File: config.mk
export PLATFORM = sky130hd
export DESIGN_NAME = fetch_queue_unit
export DESIGN_NICKNAME = d
export VERILOG_FILES = /design/src/rtl/fetch_queue_unit_pkg.sv /design/src/rtl/sync_fifo_flush.sv /design/src/rtl/fetch_queue_unit.sv
export SDC_FILE = /design/constraint.sdc
export NUM_CORES = 1
export LEC_CHECK = 0
export ABC_AREA = 1
export CAP_MARGIN = 20
export CORE_MARGIN = 8
export CORE_UTILIZATION = 32
export DETAILED_ROUTE_END_ITERATION = 8
export GPL_ROUTABILITY_DRIVEN = 0
export HOLD_SLACK_MARGIN = 0.12
export PLACE_DENSITY_LB_ADDON = 0.12
export SETUP_SLACK_MARGIN = 0.5
export SYNTH_ARGS = -nofsm -noshare
export SYNTH_HDL_FRONTEND = slang
export SYNTH_SLANG_ARGS = --single-unit
export TNS_END_PERCENT = 1
File: constraint.sdc
create_clock -name clock -period 3.8 [get_ports clock]
set_input_delay 0.76 -clock clock [delete_from_list [all_inputs] [get_ports clock]]
set_output_delay 0.76 -clock clock [all_outputs]
set_load 0.02 [all_outputs]
File: src/rtl/fetch_queue_unit_pkg.sv
// Shared types and constants for the instruction-fetch queue.
package fetch_queue_unit_pkg;

  localparam logic [15:0] NOP_INSTR = 16'h0000;
  localparam logic [15:0] PC_STEP   = 16'd2;

  typedef struct packed {
    logic [15:0] ir;
    logic [15:0] pcplus2;
  } fq_entry_t;

endpackage

File: src/rtl/sync_fifo_flush.sv
// In-order entry queue with single-cycle flush; head is read combinationally.
module sync_fifo_flush
  import fetch_queue_unit_pkg::*;
#(
  parameter int unsigned DEPTH = 4,
  localparam int unsigned PTR_W = $clog2(DEPTH),
  localparam int unsigned CNT_W = $clog2(DEPTH) + 1
) (
  input  logic             clock,
  input  logic             reset,
  input  logic             flush,
  input  logic             push,
  input  logic             pop,
  input  fq_entry_t        wdata,
  output fq_entry_t        rdata,
  output logic [CNT_W-1:0] count,
  output logic             full,
  output logic             empty
);

  fq_entry_t        mem [DEPTH];
  logic [PTR_W-1:0] rd_ptr;
  logic [PTR_W-1:0] wr_ptr;
  logic             do_pop;

  // Status flags and head read.
  always_comb begin
    full   = (count == CNT_W'(DEPTH));
    empty  = (count == '0);
    do_pop = pop && !empty;
    rdata  = mem[rd_ptr];
  end

  // Entry storage; flush or reset suppress the write.
  always_ff @(negedge clock) begin
    if (push && !flush && !reset) begin
      mem[wr_ptr] <= wdata;
    end
  end

  // Pointer and occupancy tracking; pointers wrap naturally (DEPTH is a power of two).
  always_ff @(negedge clock) begin
    if (reset || flush) begin
      rd_ptr <= '0;
      wr_ptr <= '0;
      count  <= '0;
    end else begin
      if (push) begin
        wr_ptr <= wr_ptr + 1'b1;
      end
      if (do_pop) begin
        rd_ptr <= rd_ptr + 1'b1;
      end
      case ({push, do_pop})
        2'b10:   count <= count + 1'b1;
        2'b01:   count <= count - 1'b1;
        default: count <= count;
      endcase
    end
  end

endmodule

File: src/rtl/fetch_queue_unit.sv
// Instruction fetch: issues word fetches under a credit limit, queues responses
// with their PC+2, and flushes on branch redirect while dropping stale responses.
module fetch_queue_unit
  import fetch_queue_unit_pkg::*;
#(
  parameter int unsigned DEPTH           = 4,
  parameter int unsigned MAX_OUTSTANDING = 2,
  parameter logic [15:0] RESET_PC        = 16'h0000
) (
  input  logic        clock,
  input  logic        reset,
  input  logic        redirect,
  input  logic [15:0] redirect_target,
  input  logic        id_ready,
  output logic        imem_req,
  output logic [15:0] imem_addr,
  input  logic        imem_gnt,
  input  logic        imem_rvalid,
  input  logic [15:0] imem_rdata,
  output logic        ifid_valid,
  output logic [15:0] ifid_ir,
  output logic [15:0] ifid_pcplus2
);

  localparam int unsigned CNT_W = $clog2(DEPTH) + 1;
  localparam int unsigned OUT_W = $clog2(MAX_OUTSTANDING + 1);

  logic [15:0]      fetch_pc;
  logic [15:0]      resp_pc;
  logic [15:0]      target_pc;
  logic [OUT_W-1:0] outstanding;
  logic [OUT_W-1:0] outstanding_nxt;
  logic [OUT_W-1:0] drop_cnt;
  logic [CNT_W-1:0] q_count;
  logic             q_full;
  logic             q_empty;
  fq_entry_t        q_head;
  fq_entry_t        q_wdata;
  logic [31:0]      credit_used;
  logic             accept;
  logic             rsp_dec;
  logic             push;
  logic             pop;

  // Issue credit, handshake decode and queue control.
  always_comb begin
    credit_used = 32'(q_count) + 32'(outstanding) - 32'(drop_cnt);
    imem_req    = !reset && !redirect
                  && (32'(outstanding) < MAX_OUTSTANDING)
                  && (credit_used < DEPTH);
    imem_addr   = fetch_pc;
    accept      = imem_req && imem_gnt;
    // Responses with nothing outstanding (left over across reset) still count as data.
    rsp_dec     = imem_rvalid && (outstanding != '0);
    outstanding_nxt = outstanding;
    if (accept && !rsp_dec) begin
      outstanding_nxt = outstanding + 1'b1;
    end else if (!accept && rsp_dec) begin
      outstanding_nxt = outstanding - 1'b1;
    end
    push      = imem_rvalid && (drop_cnt == '0) && !redirect && !reset;
    pop       = !q_empty && id_ready && !redirect && !reset;
    q_wdata   = '{ir: imem_rdata, pcplus2: resp_pc + PC_STEP};
    target_pc = redirect_target & 16'hFFFE;
  end

  // Head presentation; nop and zero PC when nothing is queued.
  always_comb begin
    ifid_valid   = !q_empty;
    ifid_ir      = q_empty ? NOP_INSTR : q_head.ir;
    ifid_pcplus2 = q_empty ? 16'h0000  : q_head.pcplus2;
  end

  // PC, credit and drop-count state.
  always_ff @(negedge clock) begin
    if (reset) begin
      fetch_pc    <= RESET_PC;
      resp_pc     <= RESET_PC;
      outstanding <= '0;
      drop_cnt    <= '0;
    end else begin
      outstanding <= outstanding_nxt;
      if (redirect) begin
        // Everything still in flight after this edge is stale.
        fetch_pc <= target_pc;
        resp_pc  <= target_pc;
        drop_cnt <= outstanding_nxt;
      end else begin
        if (accept) begin
          fetch_pc <= fetch_pc + PC_STEP;
        end
        if (imem_rvalid) begin
          if (drop_cnt != '0) begin
            drop_cnt <= drop_cnt - 1'b1;
          end else begin
            resp_pc <= resp_pc + PC_STEP;
          end
        end
      end
    end
  end

  // The credit rule must never let a response land on a full queue.
  always_ff @(negedge clock) begin
    assert (!(push && q_full)) else $fatal(1, "fetch queue overflow");
  end

  sync_fifo_flush #(
    .DEPTH (DEPTH)
  ) u_queue (
    .clock (clock),
    .reset (reset),
    .flush (redirect),
    .push  (push),
    .pop   (pop),
    .wdata (q_wdata),
    .rdata (q_head),
    .count (q_count),
    .full  (q_full),
    .empty (q_empty)
  );

endmodule

==> metrics, run 1 <==
vias in the first global route=6792; 1st-pass router iterations=4; Port Buf Inserts=84; failing checks=negative setup slack; Initial Util=32.6%; WL/cell=14.9 um; fin. max-slew vios=0; Mapped Area=0.00738 mm2; largest net degree at the start of global routing=32; worst slew pin tran=0.596 ns; post-route cell area=0.0106 mm2; FP Rows=55; IO Count=88; CP Data Arrival Time=4.11 ns; CP Max Fanout=2; Fin. Hold Viols=0; Net Sw Frac=32.5%; hpwl dp=12.8 mm; FF-to-FF setup slack=1.47 ns; die outline width=168 um; TritonCTS clock tree=done; # DRC=0; Inserted Diodes=0; worst hold start=u_queue.rd_ptr[1]$_SDFFE_NP0P_; Yosys reg bits=167; unrepaired setup endpoints after global routing=yes; final WL=20.3 mm; Clock Tree Root=clkbuf_16; WHS Path Cells=2; Post-synth ARST share=0%; clock power share=43.2%; GR Util All Layers=14.1%; post-synthesis instance total=750; Worst Skew=0.0203 ns; GRT Residual Overflow=0; layout cell share with drive strength beyond 1=20.2%; Power Density=510 mW/mm2; antenna violations before repair=0; clock transition at the registers of the reported paths=0.03 ns; Non-Filler Instances=1360; Nets=1116; clock latency on the worst-skew pair=0.46 ns; Synth Warn #=0; crit start category=flip-flop; Netlist cell types=35; WS Path Type=reg2out; sequential cell area fraction in the yosys report=62.1%; Initial DRC Count=282; vias per inst=4.65; Slew HR=60.0%; outcome=finished, violations left; placed cell area=0.00909 mm2; clock buffer depth=2; Setup Viol. Count Final=62; Leakage=4.69 nW; EDFF count, synth=124; Cell Int Power=3.64 mW; vias=6328; core outline area=0.0226 mm2; clk sink count=167; CP Capture Type=primary output; number of instances in the placed design=1148; Worst R2R End=imem_addr[11]$_SDFFE_NP0P_; layout overhead on the synthesized area=43.4%; Peak VDD IR=0.263 mV; reg2reg start=u_queue.count[1]$_SDFFE_NP0P_; CTS H-tree depth=4; top cells by area in the synthesized netlist=edfxtp_1, dfxtp_1, nor2_1; ANT nets after route=0; syn_area_per_cell=9.84 um2; share of the synthesized area in the top cell type=50.5%; final setup margin=-1.07 ns; Seq pwr share=39.5%; CTS buffer count=17; Hold WC Path Type=reg2reg; CTS Hold Buffers Added=0; WP data required=3.04 ns; die height=168 um; Die Area=0.0282 mm2; combinational share of power=17.3%; largest area contributor in the netlist=edfxtp_1; prevailing post-synth register cell=edfxtp_1; reg2reg path depth=16; Max Cap Viol=0; Psw=1.75 mW; first-pass GRT wire length=31.6 mm; final setup TNS=-21.92 ns
-- layer usage --
metal	up-vias	share of wire [%]	track usage [%]
met5	-	0	0
met4	0	0.89	7.03
met3	17	4.9	6.64
met2	129	49	22.9
met1	3020	45	15.2
li1	3162	-	-
-- power groups by stage --
stage                     registers [mW]  clock network [mW]  logic, mW
after floorplan                     2.16               0.263      0.452
after global placement              2.15               0.263      0.807
after detailed placement            2.15               0.263      0.825
after CTS                           2.13                2.44      0.876
after global routing                2.14                2.65       1.03
final                               2.13                2.33      0.931
-- how the worst max path moves through the flow --
stage                                        startpoint        to  slack, ns
after global routing      u_queue.count[1]$_SDFFE_NP0P_  imem_req      -1.16
after global placement        outstanding[1]$_SDFF_NP0_  imem_req      -1.12
after floorplan               outstanding[1]$_SDFF_NP0_  imem_req      -0.51
after detailed placement      outstanding[1]$_SDFF_NP0_  imem_req      -1.18
after CTS                     outstanding[1]$_SDFF_NP0_  imem_req      -1.07
final                     u_queue.count[1]$_SDFFE_NP0P_  imem_req      -1.07
-- cell usage in the layout (no fill, tap or decap), types with 4 or more instances in the layout --
master           count
ha_1                12
buf_4               76
nand2_2              6
nor2_4               6
nor2_1             139
o21ai_1             27
edfxtp_1           124
nor3_1               5
nor2_2              10
inv_1              211
buf_6               21
a31oi_1             21
inv_8                4
inv_2               10
nand3_1             27
xor2_1              14
a21oi_2              8
nand2_1             99
o21ai_0             51
inv_4                6
xnor2_1              6
clkinv_4             4
buf_12              17
clkbuf_16           20
a21oi_1             41
dfxtp_1             38
clkdlybuf4s50_1     36
-- layout make-up --
| class | count | area, um2 |
|---|---|---|
| fill | 2221 | 12100 |
| tap | 285 | 357 |
| clock inverter | 181 | 769 |
| multi-input combinational | 492 | 2570 |
| clock buffer | 17 | 425 |
| sequential | 167 | 4600 |
| timing repair buffer | 160 | 1640 |
| inverter | 58 | 226 |
-- Yosys cell counts (7+ instances only) --
cell type  number
ha_1           13
inv_2           7
clkbuf_1       24
o21ai_0        69
dfxtp_1        43
a21oi_1        49
inv_1          51
o21ai_1         9
nor2_1        150
a31oi_1        21
edfxtp_1      124
xor2_1         14
nand2_1       105
nand3_1        28
-- flip-flops by register name, summed over array words and instances, names as in the netlist, named ones only --
register,count
drop_cnt,2
u_queue.mem,124
u_queue.rd_ptr,2
imem_addr,15
u_queue.count,3
resp_pc,15
outstanding,2
u_queue.wr_ptr,2
-- critical path, cell delays in order (launching register included) --
cell and delay, ns:
dfxtp_2 0.32, inv_2 0.04, fa_2 0.53, inv_2 0.04, ha_4 0.26, nand2_2 0.06, nor2_2 0.12, nor2_2 0.06
nor2_4 0.08, and2_4 0.14, buf_6 0.11
-- cell families after synthesis --
group	share of synthesized area (%)
AO/OA/AOI/OAI	10.5
XOR/XNOR	2.37
adder cells (fa/ha/maj)	2.75
buffers and inverters	5.00
flip-flops	62.1
other	0.0508
AND/OR/NAND/NOR	17.2
-- per-stage QoR --
step | power [mW] | hold WS, ns | utilization [%] | setup slack (ns)
2_1_floorplan | 2.87 | 0.437 | - | -0.513
3_3_place_gp | 3.22 | 0.455 | 40.2 | -1.12
3_5_place_dp | 3.24 | 0.460 | 40.2 | -1.18
4_1_cts | 5.45 | 0.474 | 45.7 | -1.07
5_1_grt | 5.81 | 0.527 | 46.7 | -1.16
6_report | 5.40 | 0.468 | 46.7 | -1.07
-- what timing repair did --
action / in CTS / in global routing
setup buffers: 1 / 11
resized for setup: 274 / 44
setup endpoints to repair: 215 / 215
cloned: 0 / 3
pin swaps: 7 / 22
Note: power is estimated with default switching activity, not from simulation.
==> inputs of run 2 (changes only) <==
- PLACE_DENSITY_LB_ADDON: 0.12 -> 0.25
- SETUP_SLACK_MARGIN: 0.5 -> 0.1
==> metrics, run 2 (same netlist as run 1, synthesis figures left out) <==
Non-Filler Instances=1356; first-pass GRT wire length=30.3 mm; max reg flops=124; IO Count=88; clock buffer depth=2; WHS Path Cells=2; final WL=18.7 mm; Slew HR=63.7%; final core occ=45.9%; Nets=1111; core outline area=0.0226 mm2; hpwl dp=12.1 mm; Port Buf Inserts=84; Initial DRC Count=293; unrepaired setup endpoints after global routing=yes; Worst R2R End=imem_addr[13]$_SDFFE_NP0P_; Hold WC Path Type=reg2reg; Worst Skew=0.0216 ns; TritonCTS clock tree=done; WL/cell=13.8 um; CP Max Fanout=2; GRT Residual Overflow=0; outcome=finished, violations left; WP data required=3.04 ns; clock transition at the registers of the reported paths=0.05 ns; FF-to-FF setup slack=1.52 ns; hold endpoint=u_queue.rd_ptr[1]$_SDFFE_NP0P_; CTS H-tree depth=4; reg2reg start=drop_cnt[1]$_SDFFE_NP0P_; Hold Slack=0.482 ns; FP Rows=55; Setup Viol. Count Final=34; Fin. Hold Viols=0; layout overhead on the synthesized area=40.9%; clock latency on the worst-skew pair=0.47 ns; Initial Util=32.6%; Leakage=4.63 nW; CTS buffer count=17; Power Density=524 mW/mm2; number of instances in the placed design=1156; antenna violations before repair=0; 1st-pass router iterations=4; Peak VDD IR=0.352 mV; largest net degree at the start of global routing=31; die height=168 um; clk sink count=167; Clock Tree Root=clkbuf_16; reg2reg path depth=14; CP Capture Type=primary output; ANT nets after route=0; failing checks=negative setup slack; worst hold start=u_queue.rd_ptr[1]$_SDFFE_NP0P_; WS Path Type=reg2out; crit start category=flip-flop; final setup margin=-1.03 ns; commonest non-fill, non-tap cells in the layout=inv_1, nor2_1, edfxtp_1; Inserted Diodes=0; layout cell share with drive strength beyond 1=19.3%; vias=6190; Die Area=0.0282 mm2; die outline width=168 um; vias per inst=4.56; Reg with most FFs=u_queue.mem; commonest non-fill, non-tap cell in the layout=inv_1; CTS Hold Buffers Added=0; worst slew pin tran=0.540 ns; # DRC=0; Max Cap Viol=0; CP Data Arrival Time=4.07 ns; fin. max-slew vios=0; GR Util All Layers=13.5%; vias in the first global route=6508
run 2: changes by cell type in the layout (fill, tap and decap cells not counted), moves of 6 or more:
cell	change
buf_12	-6
buf_2	+9
dfxtp_2	+6
o21ai_1	-8
buf_6	-8
o21ai_0	+8
run 2: stage by stage:
step	cell area (um2)	power [mW]	TNS, ns	setup slack, ns
floorplan	7400	2.87	-72.97	-0.513
global placement	9120	3.22	-100.19	-1.12
detailed placement	9120	3.23	-102.17	-1.12
CTS	10300	5.52	-18.77	-1.03
global route	10400	5.85	-20.80	-1.16
finish	10400	5.44	-17.09	-1.03
run 2: worst max-delay path by stage:
| stage | from | to | slack (ns) |
|---|---|---|---|
| 4_1_cts | u_queue.count[1]$_SDFFE_NP0P_ | imem_req | -1.03 |
| 5_1_grt | drop_cnt[1]$_SDFFE_NP0P_ | imem_req | -1.16 |
| 3_5_place_dp | outstanding[1]$_SDFF_NP0_ | imem_req | -1.12 |
| 2_1_floorplan | outstanding[1]$_SDFF_NP0_ | imem_req | -0.51 |
| 6_report | drop_cnt[1]$_SDFFE_NP0P_ | imem_req | -1.03 |
| 3_3_place_gp | outstanding[1]$_SDFF_NP0_ | imem_req | -1.12 |
run 2: final cells by class:
class	instances	area, um2
multi-input cells	492	2540
clock inverters	182	818
fillers	2207	12200
flip-flops and latches	167	4600
well taps	285	357
inverters	58	230
repair buffers	155	1430
clock buffers	17	425
run 2: critical path: stages (launching register included):
cell and delay [ns]:
dfxtp_2 0.33, fa_1 0.54, inv_2 0.05, ha_4 0.26
nand2_2 0.04, nor2_2 0.09, nor2_2 0.05, nor2_4 0.09
and2_4 0.14, buf_6 0.11
run 2: where the power goes:
group	total, mW	internal (mW)	switching, mW
logic	0.872	0.389	0.482
clock network	2.44	1.14	1.31
registers	2.13	2.07	0.0517
total	5.44	3.60	1.84
run 2: routing by layer:
metal	GRT usage, %	part of all wire [%]	wire [um]	up-vias
met2	20.3	47	8800	142
met1	15.9	46	8650	2875
li1	-	-	-	3163
met3	6.52	6.0	1120	10
met4	6.44	0.62	116	0
met5	0	0	0	-
run 2: repair_timing:
item                                    CTS  global route
hold endpoints to repair                  0             0
pin swaps                                 7             8
endpoints found under the setup margin  197            59
gates resized for setup                 241            45
buffers inserted                          2             0
